--- src/rtl/uart_pkg.sv ---
// Shared types and sizing constants for the UART word receiver.
// The FSM enum is used by uart_rx; word sizing by uart_word_rx.
package uart_pkg;

   localparam int BYTES_PER_WORD = 4;
   localparam int BITS_PER_BYTE  = 8;
   localparam int TIMEOUT_BITS   = 16;

   // BREAK parks the FSM after a bad stop bit until the line returns high
   typedef enum logic [2:0] {
      ST_IDLE,
      ST_START,
      ST_DATA,
      ST_STOP,
      ST_BREAK
   } rx_state_e;

endpackage

--- src/rtl/uart_rx.sv ---
// 8N1 byte receiver: 2-flop synchronizer, half-bit start check,
// mid-bit sampling; flags good bytes and framing errors for one cycle.
module uart_rx
   import uart_pkg::*;
#(
   parameter int CLK_PER_HALF_BIT = 5208
) (
   input  logic                     clk,
   input  logic                     reset,
   input  logic                     rxd,
   output logic [BITS_PER_BYTE-1:0] byte_data,
   output logic                     byte_valid,
   output logic                     byte_ferr,
   output logic                     idle
);

   localparam int TW = $clog2(2 * CLK_PER_HALF_BIT);
   localparam logic [TW-1:0] HALF_END = TW'(CLK_PER_HALF_BIT - 1);
   localparam logic [TW-1:0] FULL_END = TW'(2 * CLK_PER_HALF_BIT - 1);
   localparam logic [2:0]    LAST_BIT = 3'(BITS_PER_BYTE - 1);

   logic [1:0]               sync;
   logic                     rx;
   rx_state_e                state;
   rx_state_e                next;
   logic [TW-1:0]            timer;
   logic [2:0]               bit_cnt;
   logic [BITS_PER_BYTE-1:0] shreg;
   logic                     half_tick;
   logic                     full_tick;
   logic                     timer_clr;

   always_ff @(posedge clk or negedge reset) begin
      if (!reset) sync <= 2'b11;
      else        sync <= {sync[0], rxd};
   end

   assign rx        = sync[1];
   assign half_tick = (timer == HALF_END);
   assign full_tick = (timer == FULL_END);

   always_ff @(posedge clk or negedge reset) begin
      if (!reset) state <= ST_IDLE;
      else        state <= next;
   end

   always_comb begin
      next = state;
      unique case (state)
         ST_IDLE:  if (!rx) next = ST_START;
         ST_START: if (half_tick) next = rx ? ST_IDLE : ST_DATA;
         ST_DATA:  if (full_tick && bit_cnt == LAST_BIT) next = ST_STOP;
         ST_STOP:  if (full_tick) next = rx ? ST_IDLE : ST_BREAK;
         ST_BREAK: if (rx) next = ST_IDLE;
         default:  next = ST_IDLE;
      endcase
   end

   always_comb begin
      byte_valid = (state == ST_STOP) && full_tick && rx;
      byte_ferr  = (state == ST_STOP) && full_tick && !rx;
      idle       = (state == ST_IDLE);
      byte_data  = shreg;
   end

   // timer restarts on every state change and at each data-bit sample
   assign timer_clr = (next != state) || (state == ST_IDLE) ||
                      (state == ST_BREAK) ||
                      ((state == ST_DATA) && full_tick);

   always_ff @(posedge clk or negedge reset) begin
      if (!reset)         timer <= '0;
      else if (timer_clr) timer <= '0;
      else                timer <= timer + 1'b1;
   end

   always_ff @(posedge clk or negedge reset) begin
      if (!reset)                bit_cnt <= '0;
      else if (state != ST_DATA) bit_cnt <= '0;
      else if (full_tick)        bit_cnt <= bit_cnt + 3'd1;
   end

   always_ff @(posedge clk or negedge reset) begin
      if (!reset)
         shreg <= '0;
      else if (state == ST_DATA && full_tick)
         shreg <= {rx, shreg[BITS_PER_BYTE-1:1]};
   end

endmodule

--- src/rtl/uart_word_rx.sv ---
// Assembles four UART bytes into a little-endian 32-bit word.
// Optional inter-byte timeout under UART_WORD_RX_TIMEOUT_EN.
module uart_word_rx
   import uart_pkg::*;
#(
   parameter int CLK_PER_HALF_BIT = 5208
) (
   input  logic        clk,
   input  logic        reset,
   input  logic        rxd,
   output logic [31:0] rdata,
   output logic        rdata_ready,
   output logic        ferr
);

   localparam int       PW       = (BYTES_PER_WORD - 1) * BITS_PER_BYTE;
   localparam logic [1:0] LAST_BYTE = 2'(BYTES_PER_WORD - 1);

   logic [BITS_PER_BYTE-1:0] byte_data;
   logic                     byte_valid;
   logic                     byte_ferr;
   logic                     rx_idle;
   logic [1:0]               byte_cnt;
   logic [PW-1:0]            partial;

   uart_rx #(
      .CLK_PER_HALF_BIT(CLK_PER_HALF_BIT)
   ) u_rx (
      .clk       (clk),
      .reset     (reset),
      .rxd       (rxd),
      .byte_data (byte_data),
      .byte_valid(byte_valid),
      .byte_ferr (byte_ferr),
      .idle      (rx_idle)
   );

`ifdef UART_WORD_RX_TIMEOUT_EN
   localparam int TO_CLKS = 2 * TIMEOUT_BITS * CLK_PER_HALF_BIT;
   localparam int TOW     = $clog2(TO_CLKS);

   logic [TOW-1:0] to_cnt;
   logic           timeout;

   assign timeout = (to_cnt == TOW'(TO_CLKS - 1));

   always_ff @(posedge clk or negedge reset) begin
      if (!reset)
         to_cnt <= '0;
      else if (!rx_idle || byte_cnt == 2'd0 || timeout)
         to_cnt <= '0;
      else
         to_cnt <= to_cnt + 1'b1;
   end
`else
   logic unused_idle;
   assign unused_idle = rx_idle;
`endif

   always_ff @(posedge clk or negedge reset) begin
      if (!reset) begin
         byte_cnt    <= '0;
         partial     <= '0;
         rdata       <= '0;
         rdata_ready <= 1'b0;
         ferr        <= 1'b0;
      end else begin
         rdata_ready <= 1'b0;
         ferr        <= byte_ferr;
         if (byte_ferr) begin
            byte_cnt <= '0;
         end else if (byte_valid) begin
            if (byte_cnt == LAST_BYTE) begin
               rdata       <= {byte_data, partial};
               rdata_ready <= 1'b1;
               byte_cnt    <= '0;
            end else begin
               byte_cnt <= byte_cnt + 2'd1;
               unique case (byte_cnt)
                  2'd0:    partial[7:0]   <= byte_data;
                  2'd1:    partial[15:8]  <= byte_data;
                  default: partial[23:16] <= byte_data;
               endcase
            end
         end
`ifdef UART_WORD_RX_TIMEOUT_EN
         else if (timeout) begin
            byte_cnt <= '0;
         end
`endif
      end
   end

endmodule

--- config.mk ---
export PLATFORM = sky130hd
export DESIGN_NAME = uart_word_rx
export DESIGN_NICKNAME = d
export VERILOG_FILES = /design/src/rtl/uart_pkg.sv /design/src/rtl/uart_rx.sv /design/src/rtl/uart_word_rx.sv
export SDC_FILE = /design/constraint.sdc
export NUM_CORES = 1
export LEC_CHECK = 0
export CORE_MARGIN = 2
export CORE_UTILIZATION = 30
export DETAILED_ROUTE_END_ITERATION = 16
export SLEW_MARGIN = 20
export SYNTH_ARGS = -nofsm -noshare
export SYNTH_HDL_FRONTEND = slang
export SYNTH_SLANG_ARGS = --single-unit
export TNS_END_PERCENT = 100
--- constraint.sdc ---
create_clock -name clk -period 2.25 [get_ports clk]
set_input_delay 0.3375 -clock clk [delete_from_list [all_inputs] [get_ports clk]]
set_output_delay 0.3375 -clock clk [all_outputs]
set_load 0.005 [all_outputs]
* Word-level counts from Yosys, hierarchy flattened
Cells that the tools add are included.
** Word-level totals
- Bits in writable memories :: 0
- Bits in read-only memories :: 0
- Input bits :: 3
- Logic and storage cells :: 64
- Output and inout bits :: 34
- Memories :: 0
- Flip-flop bits (word level) :: 90
- Latch bits :: 0
** Operators by class
- Muxes and demuxes :: 17
- Div/mod/pow operators :: 0
- Add/subtract/negate cells :: 3
- Bitwise gates (word level) :: 3
- Equality and inequality tests :: 11
- Reduce and logical (&&, ||, !) cells :: 18
- Shifts and indexed selects :: 0
- Multipliers :: 0
- Magnitude comparators :: 0
** Operator list (number)
- $mux 3 :: 8
- $pmux 3 s5 :: 1
- $add 14x1->14 const B :: 1
- $eq 14x13->1 const B :: 1
- $eq 14x14->1 const B :: 1
- $mux 14 :: 1
- $reduce_and 4->1 :: 3
- $mux 2 :: 4
- $eq 3x2->1 const B :: 2
- $eq 3x3->1 const B :: 2
- $logic_and 1x1->1 :: 5
- $reduce_bool 2->1 :: 2
- $add 3x1->3 const B :: 1
- $eq 3x1->1 const B :: 1
- $logic_not 3->1 :: 1
- $logic_or 1x1->1 :: 3
- $mux 1 :: 3
- $ne 3x2->1 const B :: 1
- $ne 3x3->1 :: 1
- $not 1->1 :: 3
- $reduce_and 3->1 :: 1
- $add 2x1->2 const B :: 1
- $eq 2x1->1 const B :: 1
- $eq 2x2->1 const B :: 1
- other kinds (3) :: 3

* Depth between registers and ports, before layout
Gate-level depths: netlist (run 1).
- Word-level depth :: 9
- Gate-level depth with buffers :: 6
- Depth with buffers taken out :: 5

* Hierarchy
Synthesis (run 1) repeated with hierarchy kept, for this count alone.
** Second synthesis, totals
- Cell total of the unflattened synthesis :: 275
- Area total of the unflattened synthesis :: 4062.6 µm²
** By module, submodules not included
- uart_word_rx :: area each 2532.4 µm², cells an instance 139, seq. area each 1501.4 µm², instances 1
- uart_rx :: area each 1530.2 µm², cells an instance 136, seq. area each 753.2 µm², instances 1

* Least setup slack after synthesis (run 1)
No wires, ideal clock.
- Path kind :: register to register
- Start :: register u_rx.timer[0]
- End :: register u_rx.timer[0]
- Buffers on the path :: 1
- Slack :: 379 ps
- Arrival time :: 1767 ps
- Cell stages (with the launch flop) :: 7
- Library setup time :: 104 ps
- Clock period less this slack :: 1871 ps
- Data required time :: 2146 ps
- Cell sequence :: dfrtp_1 > ha_1 > and3_1 > and4_4 > buf_6 > a211o_4 > a221oi_1
** On the way
- Longest elaborated chain between the ends :: 9
- Elaborated cells on any way between the ends :: 14
- Classes of those cells :: add/sub (1); eq/ne (3); mux (5); reduce/logical (5)
** Ends and longest elaborated chain
- start, declared :: RTL line uart_rx.sv:26 : logic [TW-1:0] timer;
- start signal, assigned :: RTL line uart_rx.sv:74 : else timer <= timer + 1'b1;
- $eq 14x14->1 :: RTL line uart_rx.sv:40 : assign full_tick = (timer == FULL_END);
- $logic_and 1x1->1 :: RTL line uart_rx.sv:52 : ST_DATA: if (full_tick && bit_cnt == LAST_BIT) next = ST_STOP;
- $mux 3 :: RTL line uart_rx.sv:52
- $pmux 3 s5 :: RTL line uart_rx.sv:49 : unique case (state)
- $ne 3x3->1 :: RTL line uart_rx.sv:67 : assign timer_clr = (next != state) || (state == ST_IDLE) ||
- $logic_or 1x1->1 (2 in a row) :: RTL line uart_rx.sv:67
- $logic_or 1x1->1 :: RTL line uart_rx.sv:68 : (state == ST_BREAK) ||
- $mux 14 (*) :: RTL line uart_rx.sv:73 : else if (timer_clr) timer <= '0;
Every way passes the cells marked *; elsewhere a longest branch is shown, timed or not.
A chain may end at the register's enable or synchronous reset.

* Worst setup path after layout (run 1)
- Start :: register u_rx.timer[0]
- End :: register partial[11]
** On the way
- Longest elaborated chain between the ends :: 5
- Elaborated cells on any way between the ends :: 6
- Classes of those cells :: eq/ne (1); bitwise (1); reduce/logical (4)
** Ends and longest elaborated chain
- $eq 14x14->1 (*) :: RTL line uart_rx.sv:40
- $logic_and 1x1->1 (*) :: RTL line uart_rx.sv:60, uart_rx.sv:61
- $logic_and 1x1->1 :: RTL line uart_rx.sv:61 : byte_ferr = (state == ST_STOP) && full_tick && !rx;
- $not 1->1 (no source line)
- $reduce_and 4->1 (no source line) (*)
- end signal, assigned :: RTL line uart_word_rx.sv:81 : 2'd1: partial[15:8] <= byte_data;
- end, declared :: RTL line uart_word_rx.sv:24 : logic [PW-1:0] partial;
Marked as above.

==> results of run 1 <==
-- repair_timing --
action                     4_1_cts  5_1_grt
setup endpoints to repair        0        0
hold endpoints to repair        12        0
hold buffers                     1        0
-- report_power, final --
part	total (mW)	switching [mW]	internal (mW)
clock network	1.46	0.651	0.804
logic	0.0413	0.0325	0.00883
registers	1.62	0.00254	1.62
-- synthesized netlist by cell type, drive strengths merged --
| library cell | n |
|---|---|
| and2 | 1 |
| nor2b | 1 |
| nand4 | 6 |
| o21ai | 7 |
| ha | 8 |
| nor3 | 6 |
| nor4bb | 1 |
| xor2 | 3 |
| nor2 | 5 |
| buf | 9 |
| and3 | 5 |
| a221oi | 8 |
| clkbuf | 2 |
| inv | 5 |
| or4 | 1 |
| dfstp | 2 |
| xnor2 | 10 |
| nand2 | 14 |
| nor4 | 3 |
| and4 | 3 |
| nor4b | 1 |
| mux2 | 64 |
| dfrtp | 88 |
| a22oi | 1 |
| and4bb | 3 |
| a21oi | 11 |
| nand3 | 9 |
| and3b | 1 |
| a211o | 1 |
-- layer usage --
metal / track usage (%) / up-vias / share of wire [%]
li1: - / 1121 / -
met1: 14.5 / 1194 / 45
met2: 19.9 / 46 / 50
met3: 3.45 / 8 / 3.6
met4: 2.90 / 0 / 0.90
met5: 0 / - / 0
-- cell type report --
class,count,area [µm²],share of cell area [%]
flip-flops and latches,90,2250,47.2
multi-input cells,173,1510,31.6
repair buffers,51,485,10.2
clock buffers,10,239,5.00
well taps,172,215,4.50
clock inverters,6,56.3,1.18
inverters,5,18.8,0.393
-- stage by stage --
step           util (%)  hold WS, ps  worst slack [ps]  area (µm²)
2_1_floorplan         -         41.9               379        3840
3_3_place_gp       35.6          338               233        4470
3_5_place_dp       35.6          347               183        4470
4_1_cts            38.0          357               172        4780
5_1_grt            38.0          364              77.5        4780
6_report           38.0          356               189        4780
-- cell usage in the layout, fill, tap and decap left out, drive strengths merged, types with 2 or more instances in the layout --
cell type,n
and4,3
xor2,3
and4bb,3
nand4,6
o21ai,7
clkdlybuf4s50,35
inv,9
nor4,3
mux2,64
a221oi,8
and3,5
nor2,5
nor3,6
nand2,14
dfstp,2
clkbuf,10
dfrtp,88
a21oi,11
ha,8
nand3,9
xnor2,10
buf,15
-- sequential cells by signal, indices dropped and copies added, names as in the netlist, 2 cells and up --
register,count
u_rx.timer,14
u_rx.bit_cnt,3
byte_cnt,2
rdata,32
u_rx.state,3
u_rx.byte_data,8
partial,24
u_rx.sync,2
-- worst paths after layout --
check / slack [ps] / startpoint / endpoint / cells after the start
max: 190 / u_rx.timer[0]$_DFF_PN0_ / partial[11]$_DFFE_PN0P_ / 5
min: 360 / u_rx.sync[0]$_DFF_PN1_ / u_rx.sync[1]$_DFF_PN1_ / 0
max reg2reg: 190 / u_rx.timer[0]$_DFF_PN0_ / partial[11]$_DFFE_PN0P_ / 5
min reg2reg: 360 / u_rx.sync[0]$_DFF_PN1_ / u_rx.sync[1]$_DFF_PN1_ / 0
max in group asynchronous: 1040 / reset / u_rx.sync[1]$_DFF_PN1_ / 3
min in group asynchronous: 510 / reset / rdata[28]$_DFFE_PN0P_ / 2
-- worst max-delay path: stages, from the launching register on --
cell	delay [ps]
dfrtp_1	400
ha_1	250
and3_1	250
and3_1	230
and4_1	440
mux2_2	380
-- cell families (layout without fill, tap and decap cells) --
group	count (synthesis)	in the layout	synth area share (%)
AOI/OAI and AO/OA	28	28	5.60
xor gates and xnor gates	13	13	2.97
adders and majority gates	8	8	2.61
buffers and inverters	16	72	2.02
DFF	90	90	58.7
muxes	64	64	18.8
and+or+nand+nor	60	60	9.32
==> out/metrics.cfg, run 1 <==
[timing]
tns_ps = 0
hold_viol = 0
fin_crit_sh_pct = 91.6
max_freq_mhz = 485
worstMarginPinSlew_ps = 527
slew_viol_final = 0
rsz0062_at_grt = no
setup_viol = 0
post-route-min-period_ps = 2060
maxSlewHeadroom_pct = 64.9
skew_ps = 10.4

[synth]
synth_top_area_share_pct = 57.3
yosysSeqAreaShare_pct = 58.7
ys_warn_count = 0
synth.avg_cell_area_um2 = 13.8
yosys.area.top_type = dfrtp_1
netlist_instances = 279
synthDistinctLibCells = 37
ys_seq_elements = 90
ys_top_cells_by_area = dfrtp_1 (57%), mux2_2 (18%), ha_1 (2.6%)
syn_area_um2 = 3840
syn_nets = 290

[job]
maxCapViolations = 0

[route]
viasPerCell = 4.67
vias = 2369
ant_nets = 0
routed_wirelength_um = 7150
dr.pass1.iters = 4
drc_errors = 0
routedWlPerCell_um = 14.1
drt_iter0_markers = 114

[clock_network]
post_cts_buffers = 0
cts.sinks = 90
tritoncts = built
clk_latency_ps = 340
cts-root-buf = clkbuf_16
cts-resized-gates = 0
clk_path_buf_depth = 2
htreeDepth = 3
cts_buffers = 9
cts.reportedPaths.clkPinSlew_ps = 70

[finish]
num_antenna_cells = 0
areaGrowthSynthToFinish_pct = 24.4
nNetsFinal = 341
layout-drive-gt1-share_pct = 31.3
final_cells = 507
fill_cells = 1213

[worst_setup_path]
crit_fanout = 8
path_class = flop to flop
worstSetupStartpointType = flop
crit_path_end_kind = flop
crit_arrival_ps = 2280
worstPathRequired_ps = 2470

[global_routing]
grt_pass1_vias = 2509
grt_max_degree = 42
antenna_found_initial = 0
grt.total_usage_pct = 11.6
grt_pass1_wl_um = 12400
grt-ovfl-total = 0

[floorplanning]
row_count = 41
start_util_pct = 30.6
die_h_um = 117
pin_count = 37
coreArea_um2 = 12600
dieArea_um2 = 13700
fp.dieW_um = 117

[hold_path]
hold_path.class = flop to flop

[power_and_ir_drop]
power_mw = 3.12
powerDensity_nw_per_um2 = 653
p_leak_nw = 2.21
ir_worst_vdd_mv = 0.393

[place]
port_buffers = 36
hpwl_um = 5110
place_congestion = 0.755
dp_cells = 490

[run_status]
outcome = completed

Note: power is estimated with default switching activity, not from simulation.
==> run 2, diff against run 1 <==
==> constraint.sdc (replaced) <==
create_clock -name clk -period 2.4 [get_ports clk]
set_input_delay 0.36 -clock clk [delete_from_list [all_inputs] [get_ports clk]]
set_output_delay 0.36 -clock clk [all_outputs]
set_load 0.005 [all_outputs]
==> run 2 against run 1 <==
  * Sequential power fell by 6%
  * Worst hold slack worse by 350 ps
  * Via count shrank 0.97%
  * Clock power fell by 8%
  * Fmax fell by 0.33%
  * Clock skew shrank 4.0 ps
  * Register-to-register slack better by 140 ps
  * Non-clock buffer count fell by 11
  * First-iteration DRC count grew 21%
  * Critical path depth unchanged
  * Worst setup slack better by 140 ps
  * Critical path type unchanged
  * Largest cell class unchanged
==> out/metrics.cfg, run 2 (synthesis gave the netlist of run 1 again) <==
[global_routing]
grt.total_usage_pct = 11.5  ; -0.18 points
antenna_found_initial = 0  ; unchanged
grt_pass1_wl_um = 11900  ; -4.4%
grt_max_degree = 42  ; unchanged
grt-ovfl-total = 0  ; unchanged
grt_pass1_vias = 2338  ; -6.8%

[worst_setup_path]
r2r_cells = 5  ; unchanged
slowest_stage = and4_1
path_class = flop to flop
worstSetupStartpointType = flop
worstPathRequired_ps = 2630  ; +160 ps
cp.depth = 5  ; unchanged
crit_arrival_ps = 2300  ; +20 ps
crit_path_end_kind = flop
crit_buf_inv = 0  ; unchanged
crit_chain = ha_1 > and3_1 > and3_1 > and4_1 > mux2_2
cp_common_cell = and3_1
cp_slowest_stage_delay_ps = 450  ; about the same
crit_fanout = 8  ; unchanged
crit_family = simple AND/OR/NAND/NOR gates

[power_and_ir_drop]
ir_worst_vdd_mv = 0.305  ; -22%
powerDensity_nw_per_um2 = 618  ; -5.3%
p_leak_nw = 2.16  ; -2.3%

[clock_network]
cts_buffers = 9  ; unchanged
cts-resized-gates = 0  ; unchanged
cts.reportedPaths.clkPinSlew_ps = 70  ; about the same
tritoncts = built
clk_latency_ps = 340  ; about the same
hold_buffers = 0  ; -1
cts.sinks = 90  ; unchanged
cts-root-buf = clkbuf_16
post_cts_buffers = 0  ; unchanged
clk_path_buf_depth = 2  ; unchanged
htreeDepth = 3  ; unchanged

[timing]
post-route-min-period_ps = 2070  ; +6.92 ps
hold_viol = 0  ; unchanged
tns_ps = 0  ; unchanged
maxSlewHeadroom_pct = 61.5  ; -3.4 points
slew_viol_final = 0  ; unchanged
timing.hold.ws_ps = 1.85  ; -354 ps
worstMarginPinSlew_ps = 576  ; +49.0 ps
setup_viol = 0  ; unchanged
max_freq_mhz = 484  ; -0.33%
rsz0062_at_grt = no
skew_ps = 6.44  ; -4.00 ps
fin_crit_sh_pct = 86.1  ; -5.4 points

[route]
ant_nets = 0  ; unchanged
drt_iter0_markers = 138  ; +21%
dr.pass1.iters = 4  ; unchanged
viasPerCell = 4.73  ; +1.2%
routedWlPerCell_um = 14.4  ; +1.9%
routed_wirelength_um = 7130  ; -0.32%
drc_errors = 0  ; unchanged
vias = 2346  ; -0.97%

[finish]
reg.largest.list = rdata: 32 flops, partial: 24 flops, u_rx.timer: 14 flops
layout_common_cells = dfrtp_1 (88), mux2_2 (60), clkdlybuf4s50_1 (35), nand2_1 (14), a21oi_1 (11)
fin_util_pct = 37.4  ; -0.65 points
fill_cells = 1256  ; +3.5%
num_antenna_cells = 0  ; unchanged
nNetsFinal = 330  ; -3.2%
largest_reg_flops = 32  ; unchanged
multi_input_area_um2 = 1510  ; unchanged
seq_area_um2 = 2250  ; unchanged
design_area_um2 = 4700  ; -1.7%
final_cells = 496  ; -2.2%
final_common_cell = dfrtp_1
areaGrowthSynthToFinish_pct = 22.3
top_register = rdata
layout-drive-gt1-share_pct = 29.3  ; -2.0 points

[place]
dp_cells = 480  ; -2.0%
port_buffers = 36  ; unchanged
place_congestion = 0.796  ; +5.4%
dpl_cell_area_um2 = 4410  ; -1.4%
hpwl_um = 4860  ; -4.9%

[job]
maxCapViolations = 0  ; unchanged

[floorplanning]
start_util_pct = 30.6  ; unchanged
coreArea_um2 = 12600  ; unchanged
dieArea_um2 = 13700  ; unchanged
row_count = 41  ; unchanged
fp.dieW_um = 117  ; unchanged
die_h_um = 117  ; unchanged
pin_count = 37  ; unchanged

[run_status]
outcome = completed

[hold_path]
hold_path.class = input pin to asynchronous set/reset pin

## run 2: power breakdown
group,switching [mW],internal [mW]
sequential,0.00255,1.52
clock,0.623,0.721
combinational,0.0307,0.00733
## run 2: layout make-up
cell class | count | area share, %
flip-flops and latches | 90 | 48.0
multi-input cells | 173 | 32.1
repair buffers | 40 | 8.79
clock buffers | 9 | 4.80
well taps | 172 | 4.58
clock inverters | 7 | 1.31
inverters | 5 | 0.400
## run 2: path summary, 6_finish.rpt
kind,slack (ps),start,end
worst max-delay path,330,u_rx.timer[0]$_DFF_PN0_,partial[10]$_DFFE_PN0P_
worst min-delay path,2,reset,partial[12]$_DFFE_PN0P_
worst max register to register,330,u_rx.timer[0]$_DFF_PN0_,partial[10]$_DFFE_PN0P_
worst min register to register,360,u_rx.sync[0]$_DFF_PN1_,u_rx.sync[1]$_DFF_PN1_
max in group asynchronous,1690,reset,u_rx.sync[0]$_DFF_PN1_
min in group clk,360,u_rx.sync[0]$_DFF_PN1_,u_rx.sync[1]$_DFF_PN1_
## run 2: layer usage
layer | part of all wire (%) | up-vias | global-route usage, %
li1 | - | 1096 | -
met4 | 1.5 | 0 | 4.63
met3 | 4.6 | 9 | 3.96
met5 | 0 | - | 0
met1 | 48 | 1195 | 14.7
met2 | 46 | 46 | 17.8
## run 2: metrics by stage
step	setup slack (ps)	total power, mW
2_1_floorplan	529	1.55
3_3_place_gp	389	1.59
3_5_place_dp	324	1.59
4_1_cts	312	2.94
5_1_grt	117	3.01
6_report	333	2.90
==> run 3, diff against run 2 <==
--- a/config.mk
+++ b/config.mk
@@ -5,8 +5,8 @@
 export SDC_FILE = /design/constraint.sdc
 export NUM_CORES = 1
 export LEC_CHECK = 0
-export CORE_MARGIN = 2
 export CORE_UTILIZATION = 30
+export CTS_BUF_LIST = sky130_fd_sc_hd__clkbuf_8
 export DETAILED_ROUTE_END_ITERATION = 16
 export SLEW_MARGIN = 20
 export SYNTH_ARGS = -nofsm -noshare
==> run 3 against run 2 <==
  * First-iteration DRC count fell by 41%
  * Cell count down 0.60%
  * Die area fell by 3.4%
  * Register-to-register slack got worse by 80 ps
  * Wire length shrank 2.0%
==> out/metrics.cfg, run 3 (synthesis gave the netlist of run 1 again) <==
[route]
viasPerCell = 4.79  ; +1.3%
drc_errors = 0  ; unchanged
drt_iter0_markers = 82  ; -41%
vias = 2362  ; +0.68%
routedWlPerCell_um = 14.2  ; -1.4%
routed_wirelength_um = 6980  ; -2.0%
ant_nets = 0  ; unchanged
dr.pass1.iters = 4  ; unchanged

[clock_network]
cts-root-buf = clkbuf_8
hold_buffers = 0  ; unchanged
cts.sinks = 90  ; unchanged
post_cts_buffers = 0  ; unchanged
clk_latency_ps = 360  ; +20 ps
tritoncts = built
htreeDepth = 3  ; unchanged
clk_path_buf_depth = 2  ; unchanged
cts_buffers = 9  ; unchanged
cts-resized-gates = 0  ; unchanged
cts.reportedPaths.clkPinSlew_ps = 100  ; +30 ps

[timing]
skew_ps = 15.5  ; +9.09 ps
setup_ws_ps = 257  ; -75.4 ps
fin_crit_sh_pct = 89.3  ; +3.1 points
worstMarginPinSlew_ps = 645  ; +68.7 ps
max_freq_mhz = 467  ; -3.5%
slew_viol_final = 0  ; unchanged
setup_viol = 0  ; unchanged
post-route-min-period_ps = 2140  ; +75.4 ps
hold_viol = 0  ; unchanged
tns_ps = 0  ; unchanged
rsz0062_at_grt = no
maxSlewHeadroom_pct = 57.0  ; -4.5 points

[finish]
top_register = rdata
fin_util_pct = 37.6  ; +0.19 points
layout_common_cells = dfrtp_1 (88), mux2_2 (60), clkdlybuf4s50_1 (35), nand2_1 (14), a21oi_1 (11)
final_cells = 493  ; -0.60%
num_antenna_cells = 0  ; unchanged
largest_reg_flops = 32  ; unchanged
layout-drive-gt1-share_pct = 29.5  ; +0.22 points
final_common_cell = dfrtp_1
areaGrowthSynthToFinish_pct = 19.9
nNetsFinal = 331  ; +0.30%
reg.largest.list = rdata: 32 flops, partial: 24 flops, u_rx.timer: 14 flops

[power_and_ir_drop]
ir_worst_vdd_mv = 0.254  ; -17%
power_mw = 2.55  ; -12%
p_leak_nw = 2.11  ; -2.0%
powerDensity_nw_per_um2 = 553  ; -11%

[worst_setup_path]
slowest_stage = and4_1
cp_slowest_stage_delay_ps = 500  ; +50 ps
worstSetupStartpointType = flop
crit_chain = ha_1 > and3_1 > and3_1 > and4_1 > mux2_2
path_class = flop to flop
worstPathRequired_ps = 2640  ; about the same
crit_fanout = 8  ; unchanged
crit_arrival_ps = 2390  ; +90 ps
cp_common_cell = and3_1
crit_path_end_kind = flop

[floorplanning]
row_count = 40  ; -2.4%
pin_count = 37  ; unchanged
start_util_pct = 31.3  ; +0.76 points
die_h_um = 115  ; -1.7%
dieArea_um2 = 13300  ; -3.4%
fp.dieW_um = 115  ; -1.7%
coreArea_um2 = 12300  ; -2.4%

[place]
port_buffers = 36  ; unchanged
place_congestion = 0.798  ; +0.23%
dp_slack_ps = 269  ; -55.7 ps
hpwl_um = 4890  ; +0.53%
dp_cells = 477  ; -0.63%

[global_routing]
grt-ovfl-total = 0  ; unchanged
grt_pass1_vias = 2350  ; +0.51%
grt_max_degree = 51  ; +21%
antenna_found_initial = 0  ; unchanged
grt.total_usage_pct = 11.6  ; +0.17 points
grt_pass1_wl_um = 11800  ; -0.58%

[hold_path]
hold_path.class = input pin to asynchronous set/reset pin

[job]
maxCapViolations = 0  ; unchanged

[run_status]
outcome = completed

[run 3: worst max-delay path: cells and delay by family, from the launching register on]
kind | cells | cell delay (ps)
adder cells (fa/ha/maj) | 1 | 230
flip-flops | 1 | 410
multiplexers | 1 | 390
AND/OR/NAND/NOR | 3 | 1000
[run 3: power by group]
part	internal, mW	switching, mW
registers	1.52	0.00243
logic	0.00729	0.0304
clock network	0.403	0.585
total	1.93	0.618
[run 3: per-stage QoR]
stage / area, µm² / hold WS [ps]
2_1_floorplan: 3840 / 64.4
3_3_place_gp: 4410 / 348
3_5_place_dp: 4410 / 347
4_1_cts: 4600 / 32.9
5_1_grt: 4600 / 49.2
6_report: 4600 / 18.4
[run 3: worst paths after layout]
| kind | start | endpoint | slack [ps] | depth (start not counted) |
|---|---|---|---|---|
| worst min register to register | u_rx.sync[0]$_DFF_PN1_ | u_rx.sync[1]$_DFF_PN1_ | 360 | 0 |
| min in group clk | u_rx.sync[0]$_DFF_PN1_ | u_rx.sync[1]$_DFF_PN1_ | 360 | 0 |
| worst max register to register | u_rx.timer[0]$_DFF_PN0_ | partial[15]$_DFFE_PN0P_ | 260 | 5 |
| max in group asynchronous | reset | u_rx.state[0]$_DFF_PN0_ | 1730 | 2 |
| worst min-delay path | reset | rdata[20]$_DFFE_PN0P_ | 20 | 1 |
| worst max-delay path | u_rx.timer[0]$_DFF_PN0_ | partial[15]$_DFFE_PN0P_ | 260 | 5 |
[run 3: per-layer routing]
layer / GRT usage, % / share of wire [%] / vias to the layer above
met5: 0 / 0 / -
met4: 3.72 / 1.4 / 0
met2: 19.5 / 49 / 40
met3: 3.64 / 3.4 / 8
li1: - / - / 1106
met1: 14.3 / 46 / 1208
[run 3: cell type report]
| class | instances | area, µm² |
|---|---|---|
| Multi-Input combinational cell | 173 | 1510 |
| Sequential cell | 90 | 2250 |
| Clock inverter | 7 | 68.8 |
| Tap cell | 168 | 210 |
| Clock buffer | 9 | 124 |
| Fill cell | 1197 | 7660 |
| Inverter | 5 | 18.8 |
| Timing Repair Buffer | 41 | 420 |
